[config.mk]
export PLATFORM = sky130hd
export DESIGN_NAME = sample_address_sequencer
export DESIGN_NICKNAME = d
export VERILOG_FILES = /design/src/rtl/sample_address_sequencer.sv
export SDC_FILE = /design/constraint.sdc
export NUM_CORES = 1
export LEC_CHECK = 0
export ABC_AREA = 1
export CORE_MARGIN = 10
export CORE_UTILIZATION = 40
export CTS_CLUSTER_DIAMETER = 200
export DETAILED_ROUTE_END_ITERATION = 8
export HOLD_SLACK_MARGIN = 0.15
export PLACE_DENSITY = 0.77
export SYNTH_ARGS = -nofsm -noshare
export SYNTH_HDL_FRONTEND = slang
export SYNTH_SLANG_ARGS = --single-unit
[constraint.sdc]
create_clock -name clk -period 2.9 [get_ports clk]
set_clock_uncertainty 0.15 [all_clocks]
set_input_delay 0.58 -clock clk [delete_from_list [all_inputs] [get_ports clk]]
set_output_delay 0.58 -clock clk [all_outputs]
set_load 0.01 [all_outputs]
[src/rtl/sample_address_sequencer.sv]
// -----------------------------------------------------------------------------
// sample_address_sequencer
//
// Generates read addresses for the sample-playback memory. A window
// [start, end] and a step are latched from the configuration side while idle;
// the address then advances by step on every tick from the sample-rate timer.
// In one-shot mode the run ends with a done pulse once the next address would
// leave the window; in loop mode the address returns to start with a wrap
// pulse. stop aborts a run and the address holds its last value.
//
// Ports:
//   clk        system clock
//   reset      synchronous, active-low reset
//   cfg_valid  configuration offered (accepted when cfg_valid & cfg_ready)
//   cfg_ready  high only while idle
//   cfg_start  first address of the window
//   cfg_end    last address of the window, inclusive
//   cfg_step   address increment per tick (0 is treated as 1)
//   cfg_loop   1 = loop mode, 0 = one-shot mode
//   tick       advance strobe, one cycle wide
//   stop       abort the run and return to idle
//   address    current memory address
//   addr_valid high while running
//   busy       same as addr_valid
//   wrap       one-cycle pulse when loop mode returns to start
//   done       one-cycle pulse when a one-shot run ends
//
// Every output comes straight from a register, so there is no combinational
// path from any input to any output.
// -----------------------------------------------------------------------------
module sample_address_sequencer #(
    parameter int ADDR_W = 16,
    parameter int STEP_W = 4
) (
    input  logic              clk,
    input  logic              reset,
    input  logic              cfg_valid,
    output logic              cfg_ready,
    input  logic [ADDR_W-1:0] cfg_start,
    input  logic [ADDR_W-1:0] cfg_end,
    input  logic [STEP_W-1:0] cfg_step,
    input  logic              cfg_loop,
    input  logic              tick,
    input  logic              stop,
    output logic [ADDR_W-1:0] address,
    output logic              addr_valid,
    output logic              busy,
    output logic              wrap,
    output logic              done
);

    typedef enum logic [0:0] {
        ST_IDLE = 1'b0,
        ST_RUN  = 1'b1
    } state_t;

    state_t              state_r;
    state_t              state_s;
    logic [ADDR_W-1:0]   address_r;
    logic [ADDR_W-1:0]   address_s;
    logic [ADDR_W-1:0]   start_r;
    logic [ADDR_W-1:0]   start_s;
    logic [ADDR_W-1:0]   end_r;
    logic [ADDR_W-1:0]   end_s;
    logic [STEP_W-1:0]   step_r;
    logic [STEP_W-1:0]   step_s;
    logic                loop_r;
    logic                loop_s;
    logic                wrap_r;
    logic                wrap_s;
    logic                done_r;
    logic                done_s;
    logic                cfg_ready_r;
    logic                cfg_ready_s;
    logic                addr_valid_r;
    logic                addr_valid_s;

    // One extra bit so that stepping past the top of the address space shows
    // up as a carry instead of silently wrapping to a small address.
    logic [ADDR_W:0]     nxt_s;
    logic                in_window_s;

    // Candidate next address and whether it is still inside the window.
    always_comb begin
        nxt_s       = {1'b0, address_r} + (ADDR_W+1)'(step_r);
        in_window_s = (nxt_s[ADDR_W] == 1'b0) && (nxt_s[ADDR_W-1:0] <= end_r);
    end

    // Next-state, next-address and pulse decode.
    always_comb begin
        state_s   = state_r;
        address_s = address_r;
        start_s   = start_r;
        end_s     = end_r;
        step_s    = step_r;
        loop_s    = loop_r;
        wrap_s    = 1'b0;
        done_s    = 1'b0;

        case (state_r)
            ST_IDLE: begin
                // tick and stop have no meaning without a configured window.
                if (cfg_valid) begin
                    start_s   = cfg_start;
                    end_s     = cfg_end;
                    step_s    = (cfg_step == {STEP_W{1'b0}}) ? STEP_W'(1'b1) : cfg_step;
                    loop_s    = cfg_loop;
                    address_s = cfg_start;
                    state_s   = ST_RUN;
                end else begin
                    state_s   = ST_IDLE;
                end
            end
            ST_RUN: begin
                // stop takes priority over a simultaneous tick.
                if (stop) begin
                    state_s = ST_IDLE;
                end else if (tick) begin
                    if (in_window_s) begin
                        address_s = nxt_s[ADDR_W-1:0];
                    end else if (loop_r) begin
                        address_s = start_r;
                        wrap_s    = 1'b1;
                    end else begin
                        // Address holds the last emitted value.
                        done_s  = 1'b1;
                        state_s = ST_IDLE;
                    end
                end else begin
                    state_s = ST_RUN;
                end
            end
            default: begin
                state_s   = ST_IDLE;
                address_s = {ADDR_W{1'b0}};
            end
        endcase

        cfg_ready_s  = (state_s == ST_IDLE);
        addr_valid_s = (state_s == ST_RUN);
    end

    // State, configuration and output registers with synchronous reset.
    always_ff @(posedge clk) begin
        if (!reset) begin
            state_r      <= ST_IDLE;
            address_r    <= {ADDR_W{1'b0}};
            start_r      <= {ADDR_W{1'b0}};
            end_r        <= {ADDR_W{1'b0}};
            step_r       <= {STEP_W{1'b0}};
            loop_r       <= 1'b0;
            wrap_r       <= 1'b0;
            done_r       <= 1'b0;
            cfg_ready_r  <= 1'b1;
            addr_valid_r <= 1'b0;
        end else begin
            state_r      <= state_s;
            address_r    <= address_s;
            start_r      <= start_s;
            end_r        <= end_s;
            step_r       <= step_s;
            loop_r       <= loop_s;
            wrap_r       <= wrap_s;
            done_r       <= done_s;
            cfg_ready_r  <= cfg_ready_s;
            addr_valid_r <= addr_valid_s;
        end
    end

    assign address    = address_r;
    assign addr_valid = addr_valid_r;
    assign busy       = addr_valid_r;
    assign wrap       = wrap_r;
    assign done       = done_r;
    assign cfg_ready  = cfg_ready_r;

endmodule

Word level (Yosys, flattened, before mapping)
Cells that the tools add are included.

word-level totals
  word-level logic and storage cells = 39
  register bits = 57
  output and inout port bits = 21
  memory bits (writable) = 0
  memories = 0
  bits of input ports = 42
  ROM bits = 0
  bits in latches = 0

cells by class
  bitwise operators = 5
  multipliers = 0
  reduce and logical (&&, ||, !) cells = 5
  shifts and indexed selects = 0
  divide/modulo/power cells = 0
  $add $sub $neg = 1
  equality and inequality tests = 4
  multiplexer cells = 14
  order comparisons = 1

operators by type and width
  cell                                                    count
  2-to-1 mux 16 bit                                       5
  one-hot mux 16 bit (2 select lines)                     1
  adder 16 x 4 -> 17 bit                                  1
  <= comparator 16 bit                                    1
  2-to-1 mux 1 bit                                        6
  inequality test 2 bit (second input constant)           3
  inverter 1 bit                                          5
  OR reduction 5 bit                                      1
  logical NOT 4 bit                                       1
  2-to-1 mux 4 bit                                        1
  AND reduction 4 bit                                     1
  inequality test 3 x 2 -> 1 bit (second input constant)  1
  one-hot mux 1 bit (2 select lines)                      1
  AND reduction 2 bit                                     1
  logical AND 1 bit                                       1

Depth between registers and ports, before layout
Gate-level depths: netlist of run 1.

  word-level depth = 8
  depth in mapped cells = 25
  gate-level depth less buffers = 24

Worst setup path after synthesis of run 1
No wires, ideal clock.

  kind = flip-flop to flip-flop
  from = reg address_r[0], in the netlist address[0]
  to = reg address_r[15], in the netlist address[15]
  buffers on the path = 1
  arrival time = 2.986 ns
  setup time = 0.112 ns
  path slack = -0.348 ns
  cell stages (with the launch flop) = 24
  data required time = 2.638 ns
  clock period less this slack = 3.248 ns
  cell sequence = dfxtp_1 > ha_1 > inv_1 > fa_1 > nand3b_1 > nand3_1 > nand2_1 > nor2_1 > xor2_1 > inv_1 > ha_1 > nand2_1 > a21oi_1 > nor2_1 > nand2_1 > nand2_1 > nand2_1 > nand2_2 > nand2_4 > nand2_4 > buf_2 > nand4_1 > nor2_1 > nor2_1

between the ends
  longest elaborated chain between the ends = 7
  elaborated cells between the ends (all ways) = 10
  those cells by class = 1 x add/sub; 1 x order compare; 1 x eq/ne; 4 x mux; 1 x bitwise; 2 x reduce/logical

ends and longest elaborated chain
  item                                                    line  RTL
  start: declaration                                      59    logic [ADDR_W-1:0] address_r;
  start signal: assignment                                147   address_r <= {ADDR_W{1'b0}};
  start signal: assignment                                158   address_r <= address_s;
  adder 16 x 4 -> 17 bit *                                85    nxt_s = {1'b0, address_r} + (ADDR_W+1)'(step_r);
  <= comparator 16 bit or inverter 1 bit (tied branches)  86    in_window_s = (nxt_s[ADDR_W] == 1'b0) && (nxt_s[ADDR_W-1:0] <= end_r);
  logical AND 1 bit                                       86
  2-to-1 mux 16 bit                                       119   if (in_window_s) begin
  2-to-1 mux 16 bit                                       118   end else if (tick) begin
  2-to-1 mux 16 bit                                       116   if (stop) begin
  one-hot mux 16 bit (2 select lines)                     100   case (state_r)

Mark *: on every way between the ends. The rest lies on a longest branch, timed or not. The select of a mux whose other input is x is not followed.
A chain may end at the register's enable or synchronous reset.

Worst setup path in the final report of run 1
  from = reg step_r[0]
  to = reg address_r[13], in the netlist address[13]

between the ends
  longest elaborated chain between the ends = 7
  elaborated cells between the ends (all ways) = 10
  those cells by class = 1 x add/sub; 1 x order compare; 1 x eq/ne; 4 x mux; 1 x bitwise; 2 x reduce/logical

ends and longest elaborated chain
  item                                                    line  RTL
  start: declaration                                      65    logic [STEP_W-1:0] step_r;
  start signal: assignment                                150   step_r <= {STEP_W{1'b0}};
  start signal: assignment                                161   step_r <= step_s;
  adder 16 x 4 -> 17 bit *                                85
  <= comparator 16 bit or inverter 1 bit (tied branches)  86
  logical AND 1 bit                                       86
  2-to-1 mux 16 bit                                       119
  2-to-1 mux 16 bit                                       118
  2-to-1 mux 16 bit                                       116
  one-hot mux 16 bit (2 select lines)                     100

Marks and branches as above.

==> summary.md, run 1 <==
| Metric | Value |
|---|---|
| Worst Max-Slew Pin Slew | `0.782 ns` |
| Wire length on met1 | `4.71 mm` |
| Routability Congestion | `0.931` |
| Vias in the first global route | `3678` |
| Number of setup violations in the final report | `20` |
| Number of synthesized flops with an enable pin | `0` |
| Compound-Gate Fraction of Synth Area | `12.3%` |
| Final WS setup | `-0.558 ns` |
| RSZ-0062 raised after global routing | `true` |
| Net Count, Synth | `591` |
| Hold Fails Final Rpt | `0` |
| CTS tree | `done` |
| Initial antenna violation count | `0` |
| Main synth FF type | `dfxtp_1` |
| Avg Cell Area, Syn | `6.50 um2` |
| XOR/XNOR Fraction of Synth Area | `2.30%` |
| Cell count after synthesis | `528` |
| Area Overhead vs Synth | `43.9%` |
| Clock transition at path regs | `0.07 ns` |
| Wire length on met3 | `874 um` |
| Share of the yosys chip area belonging to registers | `33.2%` |
| Most frequent cells in the layout | `nand2_1 (113), nor2_1 (87), clkdlybuf4s50_1 (62), inv_1 (58), dfxtp_1 (54)` |
| Final ANT Viol Nets | `0` |
| Clk_lat worst skew | `0.36 ns` |
| CTS H-tree depth | `3` |
| Number of diodes | `0` |
| HPWL Detailed | `7.49 mm` |
| Netlist cell types | `28` |
| Final Max Slew Viols | `0` |
| Share of layout cells above drive strength 1 | `18.3%` |
| DR vias/cell | `5.13` |
| IR drop worst, VDD | `0.000287 V` |
| Commonest non-fill, non-tap cell in the layout | `nand2_1` |
| GRT overflow | `0` |
| Worst setup EP type | `flip-flop` |
| # IOs | `63` |
| Global-route wire length before repair | `17.7 mm` |
| Synth top area share | `33.2%` |
| Dominant cell type by area after synthesis | `dfxtp_1` |
| Worst EP arrival | `3.56 ns` |
| Die Height | `113 um` |
| WL per Instance | `14.7 um` |
| CTS Buf Count | `9` |
| Dominant cells by area after synthesis | `dfxtp_1 (33%), nand2_1 (13%), nor2_1 (11%), ha_1 (7.3%), inv_1 (6.7%)` |
| Initial Utilization | `41.4%` |
| Largest net degree at the start of global routing | `42` |
| Flops & latches, synth | `57` |
| Via count | `3795` |
| CTS max path bufs | `2` |
| Core area | `8300 um2` |
| Clk root buf | `clkbuf_8` |
| Simple-gate portion of the synthesized area | `33.5%` |
| Worst Setup Path Type | `reg -> reg` |
| Yosys warns | `0` |
| NumNets Final | `693` |
| FF-to-FF Start | `step_r[0]$_SDFFE_PN0P_` |
| Crit path max fanout | `6` |
| CP startpoint kind | `flip-flop` |
| Met2 wire len | `4.97 mm` |
| Post-synthesis mux area share | `0%` |
| CTS Sinks | `57` |
| Fmax | `289 MHz` |
| Total Neg Setup Slack | `-10.23 ns` |
| Die area | `12700 um2` |
| Cts hold-fix bufs | `0` |
| Power, Total | `3040 uW` |
| Post-synth ARST share | `0%` |
| DRT Pass-1 Iters | `6` |
| DRC viols | `0` |
| CP Data Required Time | `3.01 ns` |
| Port-buffer cells | `62` |
| MaxCap Viol Count | `0` |
| Pwr per Cell Area | `615 nW/um2` |
| Leak pwr | `0.00235 uW` |
| Crit path from | `step_r[0]$_SDFFE_PN0P_` |
| 1st-iter DRT viols | `281` |
| Die X | `113 um` |
| Final worst path period share | `119%` |
| Largest family of logic cells by synthesized area | `simple AND/OR/NAND/NOR gates` |
| WL final | `10.8 mm` |
| Post-synthesis cell area | `3430 um2` |
| Status | `finished, violations left` |
| Num rows | `33` |
| Adder-cell share of the synthesized area | `7.87%` |
| GRT Util Overall | `16.7%` |
| Worst rel slew slack | `47.7%` |
| Final min period | `3.46 ns` |
| Failing checks | `setup timing` |
| Hold path startpoint | `start_r[14]$_SDFFE_PN0P_` |
| DR top layer | `met4` |
| HP Class | `reg -> reg` |
-- layer usage --
metal	global-route usage, %	vias to the layer above
li1	-	1886
met1	20.6	1727
met2	26.7	155
met3	4.53	27
met4	7.02	0
met5	0	-
-- critical path, stage by stage, from the launching register on --
cell      delay [ns]
dfxtp_2         0.35
ha_4            0.14
inv_2           0.03
fa_2            0.36
nand3b_1        0.22
nand3_2         0.15
nand2_4         0.08
nor2_4          0.13
buf_6           0.13
xor2_4          0.17
inv_2           0.06
ha_4            0.27
nand2_4         0.05
nor2_4          0.12
nand2_1         0.07
nand2_1         0.08
nand2_1         0.05
nand2_1         0.07
nand2_2         0.09
nand2_4         0.12
buf_4           0.16
nand2_1         0.06
nand2_1         0.05
nor2_1          0.04
nor2_1          0.12
nor2_1          0.05
-- report_power, final --
part / total, uW / leakage, uW / switching, uW / internal (uW)
clock network: 907 / 0.000124 / 353 / 555
registers: 923 / 0.000474 / 56.3 / 867
logic: 1210 / 0.00175 / 663 / 544
total: 3040 / 0.00235 / 1070 / 1970
-- state kept, by name, summed over array words and instances (netlist names) --
name and cells:
address 16, cfg_ready 1, addr_valid 1, end_r 16
done 1, step_r 4, loop_r 1, start_r 16
wrap 1
-- logic make-up (layout without fill, tap and decap cells) --
family,count (synthesis),count (layout)
buf+inv,92,198
xor+xnor,9,9
compound gates,83,83
flops,57,57
simple gates,266,267
fa+ha+maj,21,21
-- synth_stat cells, types with 4 or more instances --
cell      number
a21oi_1       42
buf_2          8
clkbuf_1      16
dfxtp_1       57
ha_1          20
inv_1         61
inv_2          4
nand2_1      118
nand3_1       17
nand4_1       21
nor2_1        97
o21ai_0       38
xor2_1         8
-- through the flow --
step                      hold slack [ns]  setup slack (ns)  util, %  instances  area (um2)
final                               0.307            -0.558     59.5        740        4940
after global routing                0.322            -0.763     59.5        740        4940
after CTS                           0.306            -0.398     58.0        735        4810
after detailed placement            0.296            -0.420     53.8        713        4470
after global placement              0.291            -0.414     53.8        713        4470
after floorplan                     0.264            -0.184        -        528        3480
-- layout make-up --
cell class,count,area [um2]
Tap cell,105,131
Clock inverter,5,75.1
Timing Repair Buffer,117,1080
Fill cell,736,3360
Multi-Input combinational cell,380,2100
Inverter,65,244
Clock buffer,11,163
Sequential cell,57,1150
-- final timing paths --
kind | to | slack [ns] | cells past startpoint
worst max-delay path | address[13]$_SDFFE_PN0P_ | -0.56 | 25
worst min-delay path | start_r[14]$_SDFFE_PN0P_ | 0.31 | 2
worst min register to register | start_r[14]$_SDFFE_PN0P_ | 0.31 | 2
worst max register to register | address[13]$_SDFFE_PN0P_ | -0.56 | 25
-- what timing repair did --
action | 4_1_cts | 5_1_grt
gates resized for setup | 12 | 18
endpoints found under the setup margin | 20 | 20
gates cloned | 2 | 0
setup buffers | 4 | 5
pin swaps | 4 | 15
No activity file was read; power rests on OpenSTA's default activity.
==> inputs of run 2 (changes only) <==
Settings changed: GPL_TIMING_DRIVEN set to 0, PLACE_DENSITY 0.77 to 0.73.
==> run 2 against run 1 <==
Effect of this change: the run still ends with setup timing left; critical path depth down 2; via count down 4.9%; first-iteration DRC count down 21%; utilization down 0.63 points; die area unchanged; combinational power about the same; flip-flop and latch count unchanged; final cell count up 0.27%.
==> summary.md, run 2 (synthesis results as in run 1) <==
| Metric | Value |
|---|---|
| Final std cells w/o fill | `742 (was 740)` |
| CP startpoint kind | `flip-flop (unchanged)` |
| Crit path max fanout | `4 (was 6)` |
| # IOs | `63 (unchanged)` |
| Cts hold-fix bufs | `0 (unchanged)` |
| Status | `finished, violations left (unchanged)` |
| Final instance area | `4890 um2 (was 4940 um2)` |
| Worst EP arrival | `3.59 ns (was 3.56 ns)` |
| Area Overhead vs Synth | `42.3% (was 43.9%)` |
| HPWL Detailed | `7.45 mm (was 7.49 mm)` |
| Max incr delay on CP | `0.37 ns (was 0.36 ns)` |
| Crit-path leading delay family | `simple AND/OR/NAND/NOR gates (unchanged)` |
| Number of setup violations in the final report | `20 (unchanged)` |
| Clock share of power | `26.1% (was 29.9%)` |
| Die area | `12700 um2 (unchanged)` |
| Multi-input logic area | `2160 um2 (was 2100 um2)` |
| CTS Buf Count | `9 (unchanged)` |
| Total Neg Setup Slack | `-10.14 ns (was -10.23 ns)` |
| Number of diodes | `0 (unchanged)` |
| Routability Congestion | `0.877 (was 0.931)` |
| DRT Pass-1 Iters | `4 (was 6)` |
| Fill cells | `753 (was 736)` |
| Sequential power share | `32.1% (was 30.4%)` |
| CP max-delay cell | `dfxtp_4 (was fa_2)` |
| Clk_lat worst skew | `0.34 ns (was 0.36 ns)` |
| Initial antenna violation count | `0 (unchanged)` |
| Commonest non-fill, non-tap cell in the layout | `nand2_1 (unchanged)` |
| Most frequent cells in the layout | `nand2_1 (106), nor2_1 (90), clkdlybuf4s50_1 (61), inv_1 (57), dfxtp_1 (54) (was nand2_1 (113), nor2_1 (87), clkdlybuf4s50_1 (62), inv_1 (58), dfxtp_1 (54))` |
| IR drop worst, VDD | `0.000317 V (was 0.000287 V)` |
| Final min period | `3.46 ns (about the same)` |
| Final ANT Viol Nets | `0 (unchanged)` |
| Via count | `3610 (was 3795)` |
| Final Max Slew Viols | `0 (unchanged)` |
| MaxCap Viol Count | `0 (unchanged)` |
| DR vias/cell | `4.87 (was 5.13)` |
| Die X | `113 um (unchanged)` |
| CTS Sinks | `57 (unchanged)` |
| WL per Instance | `13.6 um (was 14.7 um)` |
| Leak pwr | `0.00226 uW (was 0.00235 uW)` |
| NumNets Final | `696 (was 693)` |
| Hold Fails Final Rpt | `0 (unchanged)` |
| HP Class | `reg -> reg (unchanged)` |
| Core area | `8300 um2 (unchanged)` |
| Cell Chain, Critical Path | `ha_4 -> inv_2 -> fa_2 -> nand3b_1 -> nand3_2 -> nand2_2 -> nor2_4 -> nand3_2 -> nand2_2 -> inv_2 -> ha_4 -> nand4_1 -> nor3_4 -> nand2_1 -> nand2_2 -> nand2_4 -> nand2_4 -> nand2_4 -> buf_4 -> buf_4 -> nand4_1 -> nor2_1 -> nor2_1` |
| Placed insts | `694 (was 713)` |
| Share of layout cells above drive strength 1 | `18.8% (was 18.3%)` |
| Power, Total | `2910 uW (was 3040 uW)` |
| Final worst path period share | `119% (about the same)` |
| CTS max path bufs | `2 (unchanged)` |
| 1st-iter DRT viols | `223 (was 281)` |
| DRC viols | `0 (unchanged)` |
| Global-route wire length before repair | `16.6 mm (was 17.7 mm)` |
| GRT Util Overall | `15.8% (was 16.7%)` |
| Clk root buf | `clkbuf_8 (unchanged)` |
| CP Data Required Time | `3.03 ns (was 3.01 ns)` |
| Hold_ws | `0.299 ns (was 0.307 ns)` |
| Failing checks | `setup timing (unchanged)` |
| Comb power frac | `41.7% (was 39.7%)` |
| Final WS setup | `-0.560 ns (was -0.558 ns)` |
| Sw Pwr | `1040 uW (was 1070 uW)` |
| Vias in the first global route | `3613 (was 3678)` |
| Num rows | `33 (unchanged)` |
| CTS tree | `done (unchanged)` |
| Fmax | `289 MHz (about the same)` |
| Initial Utilization | `41.4% (unchanged)` |
| Worst Max-Slew Pin Slew | `0.599 ns (was 0.782 ns)` |
| Clock transition at path regs | `0.07 ns (about the same)` |
| Die Height | `113 um (unchanged)` |
| GRT overflow | `0 (unchanged)` |
| Buffer and inverter count on the worst path | `4 (unchanged)` |
| CTS H-tree depth | `3 (unchanged)` |
| Register area | `1150 um2 (unchanged)` |
| Worst rel slew slack | `60.1% (was 47.7%)` |
| Sw frac | `35.7% (was 35.3%)` |
| Largest net degree at the start of global routing | `11 (was 42)` |
| Worst Setup Path Type | `reg -> reg (unchanged)` |
| Worst setup EP type | `flip-flop (unchanged)` |
| WL final | `10.1 mm (was 10.8 mm)` |
| RSZ-0062 raised after global routing | `true (unchanged)` |
| DP Area | `4220 um2 (was 4470 um2)` |
| Pwr per Cell Area | `595 nW/um2 (was 615 nW/um2)` |
| Int Pwr | `1870 uW (was 1970 uW)` |
| Port-buffer cells | `61 (was 62)` |
-- run 2: cell count changes in the layout (fill, tap and decap cells not counted), moves of 6 or more --
cell / delta
a21oi_1: -8
a21oi_2: +8
buf_2: +6
buf_4: -17
clkbuf_1: +17
nand2_1: -7
nand2_2: +6
-- run 2: power by group through the flow --
stage | Clock [uW] | Combinational [uW] | Sequential [uW]
after floorplan | 0 | 636 | 949
after global placement | 0 | 932 | 946
after detailed placement | 0 | 947 | 947
after CTS | 769 | 1090 | 932
after global routing | 800 | 1360 | 946
final | 761 | 1210 | 935
-- run 2: timing repair --
| item | 4_1_cts | 5_1_grt |
|---|---|---|
| hold endpoints to repair | 0 | 0 |
| cloned | 1 | 0 |
| setup endpoints to repair | 20 | 20 |
| buffers inserted | 28 | 6 |
| pin swaps | 36 | 19 |
| resized for setup | 24 | 30 |
-- run 2: path summary, 6_finish.rpt --
check                                           endpoint  slack [ns]                     from  cells past startpoint
worst max-delay path            address[14]$_SDFFE_PN0P_       -0.56  address[0]$_SDFFE_PN0P_                     23
worst min-delay path                     done$_SDFF_PP0_        0.30      loop_r$_SDFFE_PN0P_                      1
worst max register to register  address[14]$_SDFFE_PN0P_       -0.56  address[0]$_SDFFE_PN0P_                     23
worst min register to register           done$_SDFF_PP0_        0.30      loop_r$_SDFFE_PN0P_                      1
-- run 2: cell type report --
class	count	area share, %
tap	105	2.69
clock buffer	12	3.17
sequential	57	23.5
inverter	65	4.99
multi-input combinational	379	44.2
clock inverter	3	0.819
buffer	27	2.94
timing repair buffer	94	17.7
-- run 2: metrics by stage --
step                      worst slack, ns  utilization, %
final                              -0.560            58.9
after global routing               -0.740            58.9
after CTS                          -0.528            57.0
after detailed placement           -0.621            50.9
after global placement             -0.612            50.9
after floorplan                    -0.184               -
-- run 2: layer usage --
layer	routed length, um	up-vias	share of wire [%]	global-route usage (%)
met5	0	-	0	0
met1	4590	1620	45	19.6
li1	-	1891	-	-
met3	692	11	6.8	3.35
met4	162	0	1.6	7.28
met2	4680	88	46	25.4
